[src/rtl/uba_dma_pkg.sv]
// Shared types and constants for the UBA DMA bus-master sequencer.
// Bit positions use KS10 numbering (bit 0 = MSB); *_IDX give the SystemVerilog index.
package uba_dma_pkg;

    typedef enum logic [2:0] {
        IDLE, CHECK, RD, RMWRD, RMWWR, WR, DONE, FAIL
    } state_t;

    localparam int READ  = 3;
    localparam int WRITE = 5;
    localparam int W     = 34;

    localparam int READ_IDX  = 35 - READ;
    localparam int WRITE_IDX = 35 - WRITE;
    localparam int W_IDX     = 35 - W;

    localparam int RPW = 0;
    localparam int E16 = 1;
    localparam int FTM = 2;

    // Clears KS10 bits 0,1,18,19: an 18-bit device only sees 16 bits per half.
    localparam logic [35:0] E16_MASK = 36'o177777_177777;

    // Replace the W-selected half of word with the same half of dev.
    function automatic logic [35:0] mergeHalf(input logic [35:0] word,
                                              input logic [35:0] dev,
                                              input logic        w,
                                              input logic        e16);
        logic [35:0] halfSel;
        logic [35:0] newHalf;
        halfSel = w ? 36'o000000_777777 : 36'o777777_000000;
        newHalf = dev & halfSel;
        if (e16)
            newHalf = newHalf & E16_MASK;
        return (word & ~halfSel) | newHalf;
    endfunction

endpackage

[src/rtl/uba_dma_timer.sv]
// Bus-cycle watchdog: 8-bit saturating counter, cleared on state entry.
// expired is high on the TIMEOUT-th cycle counted since the last clear.
module uba_dma_timer
    import uba_dma_pkg::*;
#(
    parameter int TIMEOUT = 63
) (
    input  logic clk,
    input  logic rst,
    input  logic clr,
    input  logic en,
    output logic expired
);

    localparam logic [7:0] LIMIT = 8'(TIMEOUT - 1);

    logic [7:0] cnt;

    always_ff @(posedge clk or posedge rst) begin
        if (rst)
            cnt <= 8'd0;
        else if (clr)
            cnt <= 8'd0;
        else if (en && cnt != 8'hFF)
            cnt <= cnt + 8'd1;
    end

    assign expired = (cnt >= LIMIT);

endmodule

[src/rtl/uba_dma_master.sv]
// NPR bus-master sequencer: one device request at a time, read / write / read-pause-write
// on the KS10 bus, with E16 masking and a bus watchdog that converts a missing ack into NXM.
module uba_dma_master
    import uba_dma_pkg::*;
#(
    parameter int TIMEOUT = 63
) (
    input  logic        clk,
    input  logic        rst,
    input  logic        devREQI,
    input  logic [35:0] devADDRI,
    input  logic [35:0] devDATAI,
    output logic [35:0] devDATAO,
    output logic        devACKO,
    output logic        devNXMO,
    input  logic [35:0] pageADDRI,
    input  logic        pageNXMI,
    input  logic [2:0]  pageFLGI,
    output logic        busREQO,
    input  logic        busACKI,
    output logic [35:0] busADDRO,
    output logic [35:0] busDATAO,
    input  logic [35:0] busDATAI,
    output logic        busyO
);

    state_t      state, nextState;
    logic        rdQ, wrQ, wQ, nxmQ;
    logic [2:0]  flgQ;
    logic [35:0] dataQ;
    logic [21:0] pageQ;
    logic        busState, nextBus, expired;
    logic [35:0] nextAddr;
    logic        unusedBits;

    assign unusedBits = ^{devADDRI[35:33], devADDRI[31], devADDRI[29:2], devADDRI[0],
                          pageADDRI[35:22]};

    assign busState = (state inside {RD, RMWRD, RMWWR, WR});
    assign nextBus  = (nextState inside {RD, RMWRD, RMWWR, WR});

    uba_dma_timer #(.TIMEOUT(TIMEOUT)) timer (
        .clk     (clk),
        .rst     (rst),
        .clr     (nextState != state),
        .en      (busState),
        .expired (expired)
    );

    always_ff @(posedge clk or posedge rst) begin
        if (rst)
            state <= IDLE;
        else
            state <= nextState;
    end

    always_comb begin
        nextState = state;
        case (state)
            IDLE:  if (devREQI) nextState = CHECK;
            CHECK: begin
                if (nxmQ || (rdQ == wrQ))         nextState = FAIL;
                else if (rdQ)                     nextState = RD;
                else if (flgQ[FTM] && !flgQ[RPW]) nextState = WR;
                else                              nextState = RMWRD;
            end
            RD, RMWWR, WR: begin
                if (busACKI)      nextState = DONE;
                else if (expired) nextState = FAIL;
            end
            RMWRD: begin
                if (busACKI)      nextState = RMWWR;
                else if (expired) nextState = FAIL;
            end
            DONE, FAIL: nextState = IDLE;
            default:    nextState = IDLE;
        endcase
    end

    always_comb begin
        devACKO = (state == DONE);
        devNXMO = (state == FAIL);
        busyO   = (state != IDLE);
    end

    always_ff @(posedge clk or posedge rst) begin
        if (rst) begin
            rdQ   <= 1'b0;
            wrQ   <= 1'b0;
            wQ    <= 1'b0;
            nxmQ  <= 1'b0;
            flgQ  <= 3'd0;
            dataQ <= 36'd0;
            pageQ <= 22'd0;
        end else if (state == IDLE && devREQI) begin
            rdQ   <= devADDRI[READ_IDX];
            wrQ   <= devADDRI[WRITE_IDX];
            wQ    <= devADDRI[W_IDX];
            nxmQ  <= pageNXMI;
            flgQ  <= pageFLGI;
            dataQ <= devDATAI;
            pageQ <= pageADDRI[21:0];
        end
    end

    always_comb begin
        nextAddr            = {14'd0, pageQ};
        nextAddr[READ_IDX]  = (nextState inside {RD, RMWRD});
        nextAddr[WRITE_IDX] = (nextState inside {RMWWR, WR});
    end

    // Address and data load only on entry to a bus state, so they hold for the whole request.
    always_ff @(posedge clk or posedge rst) begin
        if (rst) begin
            busREQO  <= 1'b0;
            busADDRO <= 36'd0;
            busDATAO <= 36'd0;
            devDATAO <= 36'd0;
        end else begin
            busREQO <= nextBus;
            if (nextBus && nextState != state)
                busADDRO <= nextAddr;
            if (state == CHECK && nextState == WR)
                busDATAO <= flgQ[E16] ? (dataQ & E16_MASK) : dataQ;
            if (state == RMWRD && nextState == RMWWR)
                busDATAO <= mergeHalf(busDATAI, dataQ, wQ, flgQ[E16]);
            if (state == RD && busACKI)
                devDATAO <= flgQ[E16] ? (busDATAI & E16_MASK) : busDATAI;
        end
    end

endmodule

[config.mk]
export PLATFORM = sky130hd
export DESIGN_NAME = uba_dma_master
export DESIGN_NICKNAME = d
export VERILOG_FILES = /design/src/rtl/uba_dma_pkg.sv /design/src/rtl/uba_dma_timer.sv /design/src/rtl/uba_dma_master.sv
export SDC_FILE = /design/constraint.sdc
export NUM_CORES = 1
export LEC_CHECK = 0
export CAP_MARGIN = 10
export CORE_MARGIN = 3
export CORE_UTILIZATION = 45
export DETAILED_ROUTE_END_ITERATION = 16
export HOLD_SLACK_MARGIN = 0.06
export PLACE_DENSITY = 0.87
export SYNTH_ARGS = -nofsm -noshare
export SYNTH_HDL_FRONTEND = slang
export SYNTH_SLANG_ARGS = --single-unit
[constraint.sdc]
create_clock -name clk -period 7.75 [get_ports clk]
set_input_delay 1.9375 -clock clk [delete_from_list [all_inputs] [get_ports clk]]
set_output_delay 1.9375 -clock clk [all_outputs]
set_load 0.01 [all_outputs]
# Word-level counts from Yosys, hierarchy flattened
# Index checks and enable logic that the tools add are counted.
# totals
register_bits	173
output_inout_bits	112
elab_cells	69
# classes
reduce_logical	19
n_bitwise	4
n_eq_ne	14
mux	17
add_sub_neg	1
order_cmp	1
# op_table
operator	count
36-bit two-way mux	7
36-bit AND	2
36-bit inverter	1
36-bit OR	1
3-bit two-way mux	7
3-bit == test, second input constant	6
8-bit two-way mux	2
3-bit case mux with 5 select lines	1
3-bit by 2-bit == test with 1-bit output, second input constant	4
8-bit by 1-bit adder with 8-bit output, second input constant	1
8-bit by 6-bit >= comparator with 1-bit output, second input constant	1
8-bit != test, second input constant	1
2-bit nonzero test	4
4-bit nonzero test	2
1-bit logical AND	7
3-bit by 1-bit == test with 1-bit output, second input constant	1
3-bit zero test	1
3-bit != test	1
3-bit nonzero test	1
3-bit OR reduction	1
2-bit OR reduction	1
1-bit == test	1
1-bit zero test	1
1-bit logical OR	1

# Longest topological paths before layout
# depth
depth_word	11
depth_mapped	10
ltp_nobuf	8

# Cells and area by module
# A second synthesis with hierarchy kept.
# hier_totals
hier_cells	524
hier_area_um2	7263.2
# by_module_without_submodules
mod	seq_area_each_um2	n_inst	area_per_inst_um2	cells_each
uba_dma_master	4129.0	1	6749.0	468
uba_dma_timer	200.2	1	514.2	56

# Worst setup path after synthesis
# No wires, ideal clock.
# synth_path
kind	in2reg
start	input port busACKI
end	register busADDRO[0]
cell_stages	7
setup_time_ns	0.125
path_buffers	1
path_slack_ns	3.985
arrival_time_ns	3.640
required_ns	7.625
path_cell_list	or4b_1 a21oi_1 o22ai_2 and3_1 o21ai_2 buf_4 mux2_2
# synth_via
elab_chain_len	5
word_cells_on_any_way	10
classes_between	eq/ne (5); mux (3); reduce/logical (2)
# synth_lines
item	line_no	source
start: declaration	uba_dma_master.sv:20	input logic busACKI,
3-bit two-way mux (on tied branches)	uba_dma_master.sv:72, uba_dma_master.sv:68	
3-bit case mux with 5 select lines *	uba_dma_master.sv:59	case (state)
net nextState[1]	uba_dma_master.sv:27	state_t state, nextState;
3-bit by 2-bit == test with 1-bit output / 3-bit == test (equally long branches)	uba_dma_master.sv:40	assign nextBus = (nextState inside {RD, RMWRD, RMWWR, WR});
4-bit nonzero test	uba_dma_master.sv:40	
1-bit logical AND *	uba_dma_master.sv:121	if (nextBus && nextState != state)
end signal: assignment	uba_dma_master.sv:122	busADDRO <= nextAddr;
end: declaration	uba_dma_master.sv:21	output logic [35:0] busADDRO,
# Mark *: on every way through the listed nets, which the timed path passes. The rest lies on a longest branch.
# A chain may end at the register's enable or synchronous reset.

# Final worst setup path
# layout_path
start	input port busACKI
end	register busADDRO[17]
# Same word-level chain as after synthesis.

==> results.py <==
metrics = {
    "run_status": {
        "outcome": "finished, final reports clean",
    },
    "place": {
        "port_buffers": 204,
        "place_inst": 897,
        "dp_hpwl_microns": 12240,
        "globalplace.congestion": 0.8396,
    },
    "critical_path": {
        "crit_required_ns": 8.05,
        "crit_type": "in2reg",
        "rr_worst_depth": 9,
        "critical_path_arrival_ns": 4.99,
        "cp_max_fo": 22,
        "end_kind": "register",
        "r2r_slack_ns": 4.45,
        "r2r-end": "busDATAO[14]$_DFFE_PP0P_",
        "worstSetupStartpointType": "primary input",
        "r2r_start": "timer.cnt[0]$_DFFE_PP0P_",
    },
    "final_layout": {
        "layout.cells.non_filler": 928,
        "final_layout_size_suffix_gt1_share_pct": 23.99,
        "area_growth_syn_to_layout_pct": 39.27,
        "n_antenna_cell": 0,
        "nets": 859,
    },
    "hold_path": {
        "hold_depth": 1,
        "hold_path_class": "reg2reg",
        "hold_start": "busADDRO[30]$_DFFE_PP0P_",
        "hold_end": "busADDRO[30]$_DFFE_PP0P_",
    },
    "yosys": {
        "ys_seq_area_share_pct": 60.71,
        "ys_types": 47,
        "synthCells": 503,
        "postSynthAreaPerCell_sq_um": 14.18,
        "async_flop_share_pct": 100.0,
        "synth_area_sq_um": 7131,
        "ys_seq_elements": 173,
        "synth-edff-count": 0,
        "synth_ff_type": "dfrtp_1",
        "yosysWarningCount": 0,
    },
    "pwr": {
        "p_sw_uw": 1361,
        "leakagePower_uw": 0.004167,
        "cellPowerDensity_nw_per_um2": 435.3,
        "p_seq_share_pct": 37.3,
        "comb_power_share_pct": 42.3,
        "switching_share_pct": 31.49,
        "ir_drop_uv": 221.6,
        "p_clk_share_pct": 20.4,
        "p_int_uw": 2962,
    },
    "clock_tree": {
        "clock_path_buffers": 2,
        "cts_tree": "done",
        "path_clk_slew_ns": 0.06,
        "numCtsBuffers": 17,
        "clkLatencyLatePin_ns": 0.42,
        "hold_buffers": 0,
        "cts_setup_buffers": 0,
        "h-tree-depth": 4,
        "clockRootBuffer": "clkbuf_16",
        "cts.sinks": 173,
        "post_cts_resize_count": 0,
    },
    "timing": {
        "fin_crit_sh_pct": 60.50,
        "relSlewSlack_pct": 21.00,
        "tightest_slew_ns": 1.179,
        "fin_tns_setup_ns": 0,
        "fin_skew_ns": 0.006981,
        "finalSetupViolations": 0,
        "fmax_ghz": 0.2133,
        "rsz0062_at_grt": "false",
        "min_period_ns": 4.689,
        "hold_viol_final": 0,
        "slew_violations": 0,
    },
    "global_route": {
        "grt_pass1_vias": 5482,
        "track_usage_pct": 20.60,
        "grt_start_max_net_pins": 115,
        "antenna_found_initial": 0,
        "grt_overflow_total": 0,
        "grt_pass1_wl_microns": 28610,
    },
    "detailed_routing": {
        "drt_wl_total_microns": 17440,
        "drc_errors": 0,
        "post_drt_wl_per_cell_microns": 18.79,
        "viasPerCell": 5.222,
        "vias": 4846,
        "dr.pass1.iters": 4,
        "drtIter0Drc": 184,
        "ant_nets": 0,
    },
    "die": {
        "start_util_pct": 46.39,
        "dieWidth_microns": 131.9,
        "die_h_microns": 131.9,
        "rows": 45,
        "core_sq_um": 15370,
        "io_pins": 264,
        "die-area_sq_um": 17390,
    },
    "job": {
        "max_cap_violations": 0,
    },
}
==> layout make-up <==
| type | instances | area, sq um |
|---|---|---|
| Fill cell | 1134 | 5440 |
| Sequential cell | 173 | 4329 |
| Multi-Input combinational cell | 295 | 2596 |
| Timing Repair Buffer | 210 | 2087 |
| Clock buffer | 22 | 484.2 |
| Tap cell | 211 | 264.0 |
| Clock inverter | 9 | 135.1 |
| Inverter | 8 | 35.03 |
==> cell usage after synthesis (all sizes together), types with 2 or more instances <==
cell type,instances,share of area (%)
nor2,14,0.74
buf,30,2.8
a211oi,4,0.56
nand4,2,0.18
nor3b,2,0.21
o21ai,7,0.54
nor4,2,0.18
mux2,118,19
xor2,4,0.49
nor3,4,0.42
o21ba,2,0.28
nand3,3,0.21
and2,36,3.2
dfrtp,173,61
a21oi,4,0.28
or3,2,0.18
or2,4,0.35
ha,2,0.35
nand3b,4,0.42
nor2b,3,0.26
and3,3,0.26
a221o,36,5.1
inv,8,0.42
nand2b,2,0.18
xnor2,3,0.37
clkbuf,8,0.42
nand2,10,0.53
==> logic make-up after synthesis <==
logic type                 after synthesis  share of synthesized area [%]
DFF                                    173                          60.71
muxes                                  118                          18.63
and+or+nand+nor                         94                          7.633
AOI/OAI and AO/OA                       62                          8.124
buffers and inverters                   46                          3.632
xor gates and xnor gates                 7                         0.8598
adders and majority gates                2                         0.3509
other                                    1                        0.05259
==> worst max-delay path, cell delays in order <==
cell	delay, ns
clkdlybuf4s50_1	0.56
or4b_1	0.55
a21oi_1	0.16
o22ai_2	0.22
and3_1	0.25
o21ai_2	0.87
mux2_2	0.43
==> power by group through the flow <==
stage	registers [uW]	clock network [uW]	logic, uW
2_1_floorplan	1680	0	975
3_3_place_gp	1580	0	1770
3_5_place_dp	1620	0	1840
4_1_cts	1620	902	1850
5_1_grt	1670	941	1970
6_report	1610	882	1830
==> metal layers <==
layer  track usage [%]  wire (microns)  up-vias
met5                 0               0        -
li1                  -               -     2188
met4             8.168             398        0
met2             36.06            9207      174
met3             6.718            1247       28
met1             23.35            6587     2456
==> per-stage QoR <==
stage                     instance area [sq um]  setup slack (ns)  util [%]  power (uW)  hold WS [ns]
after floorplan                            7172             1.124         -        2655        0.4716
after global placement                     9311             2.681     60.58        3358        0.4772
after detailed placement                   9311             2.667     60.58        3463        0.4815
after CTS                                  9931             3.094     64.61        4373        0.5002
after global routing                       9931             2.875     64.61        4575        0.5207
final                                      9931             3.061     64.61        4323        0.4982
==> sequential cells by signal, summed over array words and instances, names as in the netlist, 3 cells and up <==
signal	cells
busDATAO	36
dataQ	36
devDATAO	36
busADDRO	24
pageQ	22
timer.cnt	8
flgQ	3
state	3
==> layout by cell type, fill, tap and decap left out, drive strengths merged, types with 2 or more instances in the layout <==
cell,n
conb,12
xor2,4
bufinv,3
inv,8
or3,2
nand2b,2
a221o,36
ha,2
dfrtp,173
nand2,10
and3,3
nand3b,4
a21oi,4
nand3,3
buf,6
nor3,4
nor2,14
nand4,2
and2,36
nor3b,2
o21ai,7
clkinvlp,3
clkbuf,22
nor4,2
xnor2,3
clkinv,3
a211oi,4
nor2b,3
clkdlybuf4s50,204
or2,4
o21ba,2
mux2,118
==> worst max-delay path by stage <==
stage / from / endpoint / slack, ns / cells past startpoint
global route: busACKI / busADDRO[17]$_DFFE_PP0P_ / 2.87 / 7
detailed placement: busACKI / busADDRO[14]$_DFFE_PP0P_ / 2.67 / 7
CTS: busACKI / busADDRO[14]$_DFFE_PP0P_ / 3.09 / 7
global placement: busACKI / busADDRO[18]$_DFFE_PP0P_ / 2.68 / 7
finish: busACKI / busADDRO[17]$_DFFE_PP0P_ / 3.06 / 7
floorplan: rst / busADDRO[0]$_DFFE_PP0P_ / 1.12 / 1
(Power assumes the default switching activity.)
